**config.mk**
```make
export PLATFORM = sky130hd
export DESIGN_NAME = alu_share_arbiter_flat
export DESIGN_NICKNAME = d
export VERILOG_FILES = /design/src/rtl/alu_share_arbiter_if.sv /design/src/rtl/alu_share_arbiter.sv /design/src/flat_wrapper.sv
export SDC_FILE = /design/constraint.sdc
export NUM_CORES = 1
export LEC_CHECK = 0
export CAP_MARGIN = 20
export CORE_ASPECT_RATIO = 1.1
export CORE_MARGIN = 4
export CORE_UTILIZATION = 28
export DETAILED_ROUTE_END_ITERATION = 16
export PLACE_DENSITY_LB_ADDON = 0.15
export REMOVE_ABC_BUFFERS = 1
export SLEW_MARGIN = 15
export SYNTH_ARGS = -nofsm -noshare
export SYNTH_HDL_FRONTEND = slang
export SYNTH_SLANG_ARGS = --single-unit
```
**constraint.sdc**
```tcl
create_clock -name clk -period 2.77 [get_ports clk]
set_input_delay 0.831 -clock clk [delete_from_list [all_inputs] [get_ports clk]]
set_output_delay 0.831 -clock clk [all_outputs]
set_load 0.005 [all_outputs]
```
**src/rtl/alu_share_arbiter_if.sv**
```systemverilog
// Bundle of requester, response and ALU-side signals for alu_share_arbiter.
// slave = the arbiter; master = requesters plus the ALU instance.
interface alu_share_arbiter_if #(
  parameter int WIDTH = 32,
  parameter int OPW   = 4
);
  logic             req0_valid;
  logic             req0_ready;
  logic [WIDTH-1:0] req0_a;
  logic [WIDTH-1:0] req0_b;
  logic [OPW-1:0]   req0_op;

  logic             req1_valid;
  logic             req1_ready;
  logic [WIDTH-1:0] req1_a;
  logic [WIDTH-1:0] req1_b;
  logic [OPW-1:0]   req1_op;

  logic             rsp0_valid;
  logic             rsp1_valid;
  logic [WIDTH-1:0] rsp_result;
  logic             rsp_zero;

  logic [WIDTH-1:0] alu_a;
  logic [WIDTH-1:0] alu_b;
  logic [OPW-1:0]   alu_control;
  logic [WIDTH-1:0] alu_result;
  logic             alu_zero;

  logic             busy;

  modport master (
    output req0_valid, req0_a, req0_b, req0_op,
    output req1_valid, req1_a, req1_b, req1_op,
    input  req0_ready, req1_ready,
    input  rsp0_valid, rsp1_valid, rsp_result, rsp_zero,
    input  alu_a, alu_b, alu_control,
    output alu_result, alu_zero,
    input  busy
  );

  modport slave (
    input  req0_valid, req0_a, req0_b, req0_op,
    input  req1_valid, req1_a, req1_b, req1_op,
    output req0_ready, req1_ready,
    output rsp0_valid, rsp1_valid, rsp_result, rsp_zero,
    output alu_a, alu_b, alu_control,
    input  alu_result, alu_zero,
    output busy
  );
endinterface

```
**src/rtl/alu_share_arbiter.sv**
```systemverilog
// Shares one single-cycle ALU between two requesters: IDLE -> EXEC -> RESP, one op in flight.
// Define ALU_ARB_FIXED_PRIO_EN for fixed priority (requester 0 wins); default is round-robin.
module alu_share_arbiter #(
  parameter int WIDTH = 32,
  parameter int OPW   = 4
) (
  input logic               clk,
  input logic               rst,
  alu_share_arbiter_if.slave bus
);

  typedef enum logic [1:0] {
    IDLE = 2'd0,
    EXEC = 2'd1,
    RESP = 2'd2
  } state_t;

  state_t           state;
  state_t           next_state;
  logic             grant;
  logic             accept;
  logic             owner;
  logic [WIDTH-1:0] a_q;
  logic [WIDTH-1:0] b_q;
  logic [OPW-1:0]   op_q;
  logic [WIDTH-1:0] result_q;
  logic             zero_q;

`ifdef ALU_ARB_FIXED_PRIO_EN
  assign grant = ~bus.req0_valid & bus.req1_valid;
`else
  logic prio;

  // A lone requester always wins; prio only breaks ties.
  assign grant = (bus.req0_valid && bus.req1_valid) ? prio : bus.req1_valid;

  always_ff @(posedge clk) begin
    if (rst) begin
      prio <= 1'b0;
    end else if (accept) begin
      prio <= ~grant;
    end
  end
`endif

  assign accept = (state == IDLE) && !rst && (bus.req0_valid || bus.req1_valid);

  always_ff @(posedge clk) begin
    if (rst) begin
      state <= IDLE;
    end else begin
      state <= next_state;
    end
  end

  always_comb begin
    next_state = IDLE;
    case (state)
      IDLE:    next_state = accept ? EXEC : IDLE;
      EXEC:    next_state = RESP;
      RESP:    next_state = IDLE;
      default: next_state = IDLE;
    endcase
  end

  // Operands are sampled only on the accept cycle and then held for the ALU.
  always_ff @(posedge clk) begin
    if (rst) begin
      a_q   <= '0;
      b_q   <= '0;
      op_q  <= '0;
      owner <= 1'b0;
    end else if (accept) begin
      a_q   <= grant ? bus.req1_a  : bus.req0_a;
      b_q   <= grant ? bus.req1_b  : bus.req0_b;
      op_q  <= grant ? bus.req1_op : bus.req0_op;
      owner <= grant;
    end
  end

  always_ff @(posedge clk) begin
    if (rst) begin
      result_q <= '0;
      zero_q   <= 1'b0;
    end else if (state == EXEC) begin
      result_q <= bus.alu_result;
      zero_q   <= bus.alu_zero;
    end
  end

  always_comb begin
    bus.req0_ready  = (state == IDLE) && !rst && !grant;
    bus.req1_ready  = (state == IDLE) && !rst && grant;
    bus.rsp0_valid  = (state == RESP) && !owner;
    bus.rsp1_valid  = (state == RESP) && owner;
    bus.busy        = (state != IDLE);
    bus.alu_a       = a_q;
    bus.alu_b       = b_q;
    bus.alu_control = op_q;
    bus.rsp_result  = result_q;
    bus.rsp_zero    = zero_q;
  end

endmodule

```
**src/flat_wrapper.sv**
```systemverilog
// flat-port wrapper written by rule: the top's interface ports become plain ports
module alu_share_arbiter_flat 
#(
  parameter int WIDTH = 32,
  parameter int OPW   = 4
)
  (clk, rst, bus_req0_valid, bus_req0_a, bus_req0_b, bus_req0_op, bus_req1_valid, bus_req1_a, bus_req1_b, bus_req1_op, bus_req0_ready, bus_req1_ready, bus_rsp0_valid, bus_rsp1_valid, bus_rsp_result, bus_rsp_zero, bus_alu_a, bus_alu_b, bus_alu_control, bus_alu_result, bus_alu_zero, bus_busy);
  alu_share_arbiter_if #(.WIDTH(WIDTH), .OPW(OPW)) bus_i ();
  input logic clk;
  input logic rst;
  input wire logic [$bits(bus_i.req0_valid)-1:0] bus_req0_valid;
  input wire logic [$bits(bus_i.req0_a)-1:0] bus_req0_a;
  input wire logic [$bits(bus_i.req0_b)-1:0] bus_req0_b;
  input wire logic [$bits(bus_i.req0_op)-1:0] bus_req0_op;
  input wire logic [$bits(bus_i.req1_valid)-1:0] bus_req1_valid;
  input wire logic [$bits(bus_i.req1_a)-1:0] bus_req1_a;
  input wire logic [$bits(bus_i.req1_b)-1:0] bus_req1_b;
  input wire logic [$bits(bus_i.req1_op)-1:0] bus_req1_op;
  output wire logic [$bits(bus_i.req0_ready)-1:0] bus_req0_ready;
  output wire logic [$bits(bus_i.req1_ready)-1:0] bus_req1_ready;
  output wire logic [$bits(bus_i.rsp0_valid)-1:0] bus_rsp0_valid;
  output wire logic [$bits(bus_i.rsp1_valid)-1:0] bus_rsp1_valid;
  output wire logic [$bits(bus_i.rsp_result)-1:0] bus_rsp_result;
  output wire logic [$bits(bus_i.rsp_zero)-1:0] bus_rsp_zero;
  output wire logic [$bits(bus_i.alu_a)-1:0] bus_alu_a;
  output wire logic [$bits(bus_i.alu_b)-1:0] bus_alu_b;
  output wire logic [$bits(bus_i.alu_control)-1:0] bus_alu_control;
  input wire logic [$bits(bus_i.alu_result)-1:0] bus_alu_result;
  input wire logic [$bits(bus_i.alu_zero)-1:0] bus_alu_zero;
  output wire logic [$bits(bus_i.busy)-1:0] bus_busy;
  assign bus_i.req0_valid = bus_req0_valid;
  assign bus_i.req0_a = bus_req0_a;
  assign bus_i.req0_b = bus_req0_b;
  assign bus_i.req0_op = bus_req0_op;
  assign bus_i.req1_valid = bus_req1_valid;
  assign bus_i.req1_a = bus_req1_a;
  assign bus_i.req1_b = bus_req1_b;
  assign bus_i.req1_op = bus_req1_op;
  assign bus_req0_ready = bus_i.req0_ready;
  assign bus_req1_ready = bus_i.req1_ready;
  assign bus_rsp0_valid = bus_i.rsp0_valid;
  assign bus_rsp1_valid = bus_i.rsp1_valid;
  assign bus_rsp_result = bus_i.rsp_result;
  assign bus_rsp_zero = bus_i.rsp_zero;
  assign bus_alu_a = bus_i.alu_a;
  assign bus_alu_b = bus_i.alu_b;
  assign bus_alu_control = bus_i.alu_control;
  assign bus_i.alu_result = bus_alu_result;
  assign bus_i.alu_zero = bus_alu_zero;
  assign bus_busy = bus_i.busy;
  alu_share_arbiter #(.WIDTH(WIDTH), .OPW(OPW)) u_core (.clk(clk), .rst(rst), .bus(bus_i));
endmodule
```
After elaboration in Yosys (flattened, before gate mapping)
Index checks and enable logic that the tools add are counted.
- bits in registers: 105
- input port bits: 173
- word-level logic and storage cells: 30
- output and inout port bits: 106
- eq/ne operators: 2
- muxes and demuxes: 6
- bitwise gates (word level): 1
- reduce and logical (&&, ||, !) cells: 13
- operator list (cell ; number):
    32-bit 2-to-1 mux ; 2
    1-bit logical AND ; 7
    4-bit 2-to-1 mux ; 1
    2-bit case mux with 2 select lines ; 1
    1-bit logical NOT ; 3
    2-bit by 1-bit == test with 1-bit output, second input constant ; 1
    2-bit == test, second input constant ; 1
    2-bit logical NOT ; 1
    1-bit 2-to-1 mux ; 2
    2-bit nonzero test ; 1
    1-bit logical OR ; 1
    1-bit inverter ; 1

Logic depth before layout (Yosys ltp)
Gate-level depths: netlist (run 1).
- depth in word-level cells: 5
- depth in mapped cells: 7
- depth with buffers taken out: 4

Least setup slack after synthesis (run 1)
No wires, ideal clock.
- path type: input to output
- start: input rst
- end: output bus_req1_ready
- data arrival time: 1.756 ns
- data required time: 1.939 ns
- slack: 0.183 ns
- stages on the path: 4
- buffers on the path: 2
- cell sequence: buf_6 > or3_4 > nor2_2 > buf_2
- longest elaborated chain between the ends: 3
- ends and longest elaborated chain (what ; line ; source):
    from (decl) ; flat_wrapper.sv:10 ; input logic rst;
    1-bit logical NOT ; alu_share_arbiter.sv:93 ; bus.req1_ready = (state == IDLE) && !rst && grant;
    1-bit logical AND (2 in a row) ; alu_share_arbiter.sv:93 ;
    to (decl) ; flat_wrapper.sv:20 ; output wire logic [$bits(bus_i.req1_ready)-1:0] bus_req1_ready;
Every way passes these cells.

Worst setup path in the final report (run 1)
- start: input bus_req0_valid
- end: output bus_req1_ready
- longest elaborated chain between the ends: 3
- ends and longest elaborated chain (what ; line ; source):
    from (decl) ; flat_wrapper.sv:11 ; input wire logic [$bits(bus_i.req0_valid)-1:0] bus_req0_valid;
    1-bit logical AND ; alu_share_arbiter.sv:35 ; assign grant = (bus.req0_valid && bus.req1_valid) ? prio : bus.req1_valid;
    1-bit 2-to-1 mux ; alu_share_arbiter.sv:35 ;
    1-bit logical AND ; alu_share_arbiter.sv:93 ;
Every way passes these cells.

==> key figures, run 1 <==
Outcome
  – Status: finished, final reports clean

Global routing
  – Initial antenna violation count: 0
  – Global-route wire length before repair: 21.25 mm
  – Number of global-route vias before repair: 4,235
  – Gr usage total: 16.35%
  – Largest net degree at the start of global routing: 59
  – Gr ovfl total: 0

Worst setup path
  – CP cell instances: dlygate4sd2_1, inv_2, o21ai_4, buf_6, nor2_4, clkdlybuf4s15_2
  – Crit. End Element: output pin
  – Critical path class: input pin to output pin
  – Reg2reg end: u_core.bus.alu_b[13]
  – Critical Path Start Type: input pin
  – Crit path DAT: 1.69 ns
  – Max stage delay cell, worst path: dlygate4sd2_1
  – Critical Path Sink: bus_req1_ready
  – CP Max Fanout: 3
  – R2r setup slk: 1.14 ns
  – Crit path from: bus_req0_valid
  – Worst R2R Path Depth: 4
  – WP buf/inv: 4
  – WP depth: 6
  – CP required: 1.94 ns
  – Max incr delay on CP: 0.25 ns
  – Worst reg2reg startpoint: u_core.state[1]
  – Top cell family by delay on the critical path: buffers and inverters

Drt
  – DRC: 0
  – Routed WL per cell: 16.26 µm
  – DRT antenna net count: 0
  – DRT Wirelength: 14.38 mm
  – Post-DR vias/cell: 4.660
  – Iteration-0 DRC Markers: 151
  – Vias: 4,119
  – Drt pass-1 iters: 4

Floorplan
  – Chip Width: 123.3 µm
  – Top-Level Pins: 279
  – Initial Utilization: 28.44%
  – FP Rows: 46
  – Die extent in y: 134.8 µm
  – CORE AREA: 14,390 µm²
  – Die area: 16,620 µm²

Run
  – MaxCap Viol Count: 0

Final layout
  – Most frequent cells in the layout: 273 x clkdlybuf4s50_1, 105 x dfxtp_1, 67 x nand2_1, 45 x a21o_1, 44 x a22o_1
  – Final core occ: 51.43%
  – Most common cell after layout, fill and taps aside: clkdlybuf4s50_1
  – Layout fillers: 1,339
  – Share of cells above drive strength 1: 5.925%
  – Final Non-Filler Cells: 884
  – Number of diodes: 0
  – Fin nets: 860
  – Area Overhead vs Synth: 80.80%

Logic synthesis
  – Top cells by area, synth: dfxtp_1 51%, a22o_1 9.4%, a21o_1 8.3%
  – Unique masters post-synth: 25
  – Sequential cell area fraction in the yosys report: 51.36%
  – Post-synth EDFFs: 0
  – Synthesized area per cell: 9.744 µm²
  – Post-Syn Area: 4093 µm²
  – Ys async rst share: 0%
  – Mapped Cells: 420
  – Synth warn: 0
  – Leading area contributor after synthesis: dfxtp_1
  – Post-synth top area share: 51.36%
  – #FFs+latches synth: 105
  – Most used DFF post-synth: dfxtp_1

Timing
  – Count of final hold-check violations: 0
  – Worst-Margin Slew: 0.5449 ns
  – Post-route setup TNS: 0 ns
  – Fmax achieved: 396.7 MHz
  – Clock Skews: 0.01133 ns
  – Max transition margin: 63.67%
  – RSZ-0062 raised after global routing: false
  – Min Tclk post-route: 2.521 ns
  – Endpoints failing setup: 0
  – Fin crit share: 91.01%
  – Max Slew Vio Count: 0
  – Hold slack: 0.4589 ns

CTS
  – Root buf cell: clkbuf_16
  – Clock-pin slew on the worst setup and hold paths: 0.07 ns
  – Setup bufs post-CTS: 0
  – CTS Sinks: 105
  – Worst skew pair latency: 0.35 ns
  – Clock H-tree levels: 3
  – CTS buffer count: 9
  – Clk buf depth: 2
  – TritonCTS clock tree: done

Place
  – RD Place Congestion: 0.7393
  – DP Wirelength: 10.76 mm
  – Input/output buffers: 278
  – Placed Cells incl. Taps: 868

Pwr
  – VDD IR max: 260.5 µV
  – Leakage: 3.168 nW
  – Power per Cell Area: 527.8 nW/µm²
  – Total power: 0.003906 W

Min path
  – Hold Crit Class: register to register
==> metal layers <==
metal | share of wire (%) | global-route usage (%)
met5 | 0 | 0
met4 | 2.1 | 6.523
met3 | 12 | 7.499
met2 | 49 | 29.34
met1 | 36 | 16.18
==> worst reg2reg max path, stage by stage, from the launching register on <==
cell and delay (ns):
dfxtp_1 0.37, or3_4 0.44, nor2_4 0.11, buf_4 0.44, a21o_1 0.23
==> timing repair <==
item | in CTS | in global routing
pin swaps | 1 | 0
resized for setup | 10 | 1
endpoints found under the setup margin | 2 | 1
hold buffers | 0 | 0
hold endpoints to repair | 0 | 0
==> how the worst min path moves through the flow <==
| stage | start | end | slack (ns) | cells past startpoint |
|---|---|---|---|---|
| after detailed placement | u_core.bus.rsp_result[5] | u_core.bus.rsp_result[5] | 0.45 | 2 |
| after floorplan | u_core.owner | u_core.owner | 0.44 | 1 |
| after global placement | u_core.bus.rsp_result[18] | u_core.bus.rsp_result[18] | 0.44 | 2 |
| final | u_core.bus.rsp_result[16] | u_core.bus.rsp_result[16] | 0.46 | 2 |
| after global routing | u_core.bus.rsp_result[0] | u_core.bus.rsp_result[0] | 0.48 | 2 |
| after CTS | u_core.bus.rsp_result[31] | u_core.bus.rsp_result[31] | 0.46 | 2 |
==> Yosys cell counts, types with 2 or more instances <==
master    instances
nand2_1          67
a21oi_1          34
nand3b_1         24
mux2i_1          24
buf_6             5
clkbuf_1         21
a22o_1           44
o21ai_0          25
buf_2             9
a21o_1           45
dfxtp_1         105
inv_1             3
nor2_1            2
==> flip-flops by register name (all words and copies together) (netlist names) <==
signal,flops
u_core.bus.rsp_zero,1
u_core.bus.alu_a,32
u_core.bus.rsp_result,32
u_core.owner,1
u_core.bus.alu_control,4
u_core.prio,1
u_core.bus.alu_b,32
u_core.state,2
==> per-stage QoR <==
| stage | cell area, µm² | setup slack, ns |
|---|---|---|
| after global placement | 7092 | -0.3178 |
| after global routing | 7400 | 0.1723 |
| after detailed placement | 7092 | -0.3197 |
| final | 7400 | 0.2492 |
| after floorplan | 3913 | -2.466 |
| after CTS | 7397 | 0.01761 |
==> cell families (layout without fill, tap and decap cells) <==
group                  count (synthesis)  in the layout  share of synthesized area [%]
AO/OA/AOI/OAI                        151            151                          25.80
flip-flops                           105            105                          51.36
AND/OR/NAND/NOR                      102            102                          12.29
buffers and inverters                 38            310                          4.677
multiplexers                          24             24                          5.870
==> area by class of cell <==
type	count	area, µm²	share of cell area [%]
Tap cell	192	240.2	3.247
Clock inverter	7	72.57	0.9807
Inverter	3	11.26	0.1522
Sequential cell	105	2102	28.41
Clock buffer	9	225.2	3.044
Multi-Input combinational cell	277	1828	24.70
Timing Repair Buffer	291	2920	39.47
==> report_power, final <==
| part | switching [W] | internal, W |
|---|---|---|
| clock network | 0.000627 | 0.000637 |
| registers | 0.0000769 | 0.00165 |
| logic | 0.000315 | 0.000599 |
| total | 0.00102 | 0.00289 |
Power figures use the tool's default switching activity.
==> run 2, diff against run 1 <==
--- a/config.mk
+++ b/config.mk
@@ -9,9 +9,11 @@
 export CORE_ASPECT_RATIO = 1.1
 export CORE_MARGIN = 4
 export CORE_UTILIZATION = 28
+export CTS_CLUSTER_SIZE = 16
 export DETAILED_ROUTE_END_ITERATION = 16
 export PLACE_DENSITY_LB_ADDON = 0.15
 export REMOVE_ABC_BUFFERS = 1
+export SKIP_LAST_GASP = 1
 export SLEW_MARGIN = 15
 export SYNTH_ARGS = -nofsm -noshare
 export SYNTH_HDL_FRONTEND = slang
==> results of run 2 <==
No change in the layout: final DEF, timing and power equal those of run 1.
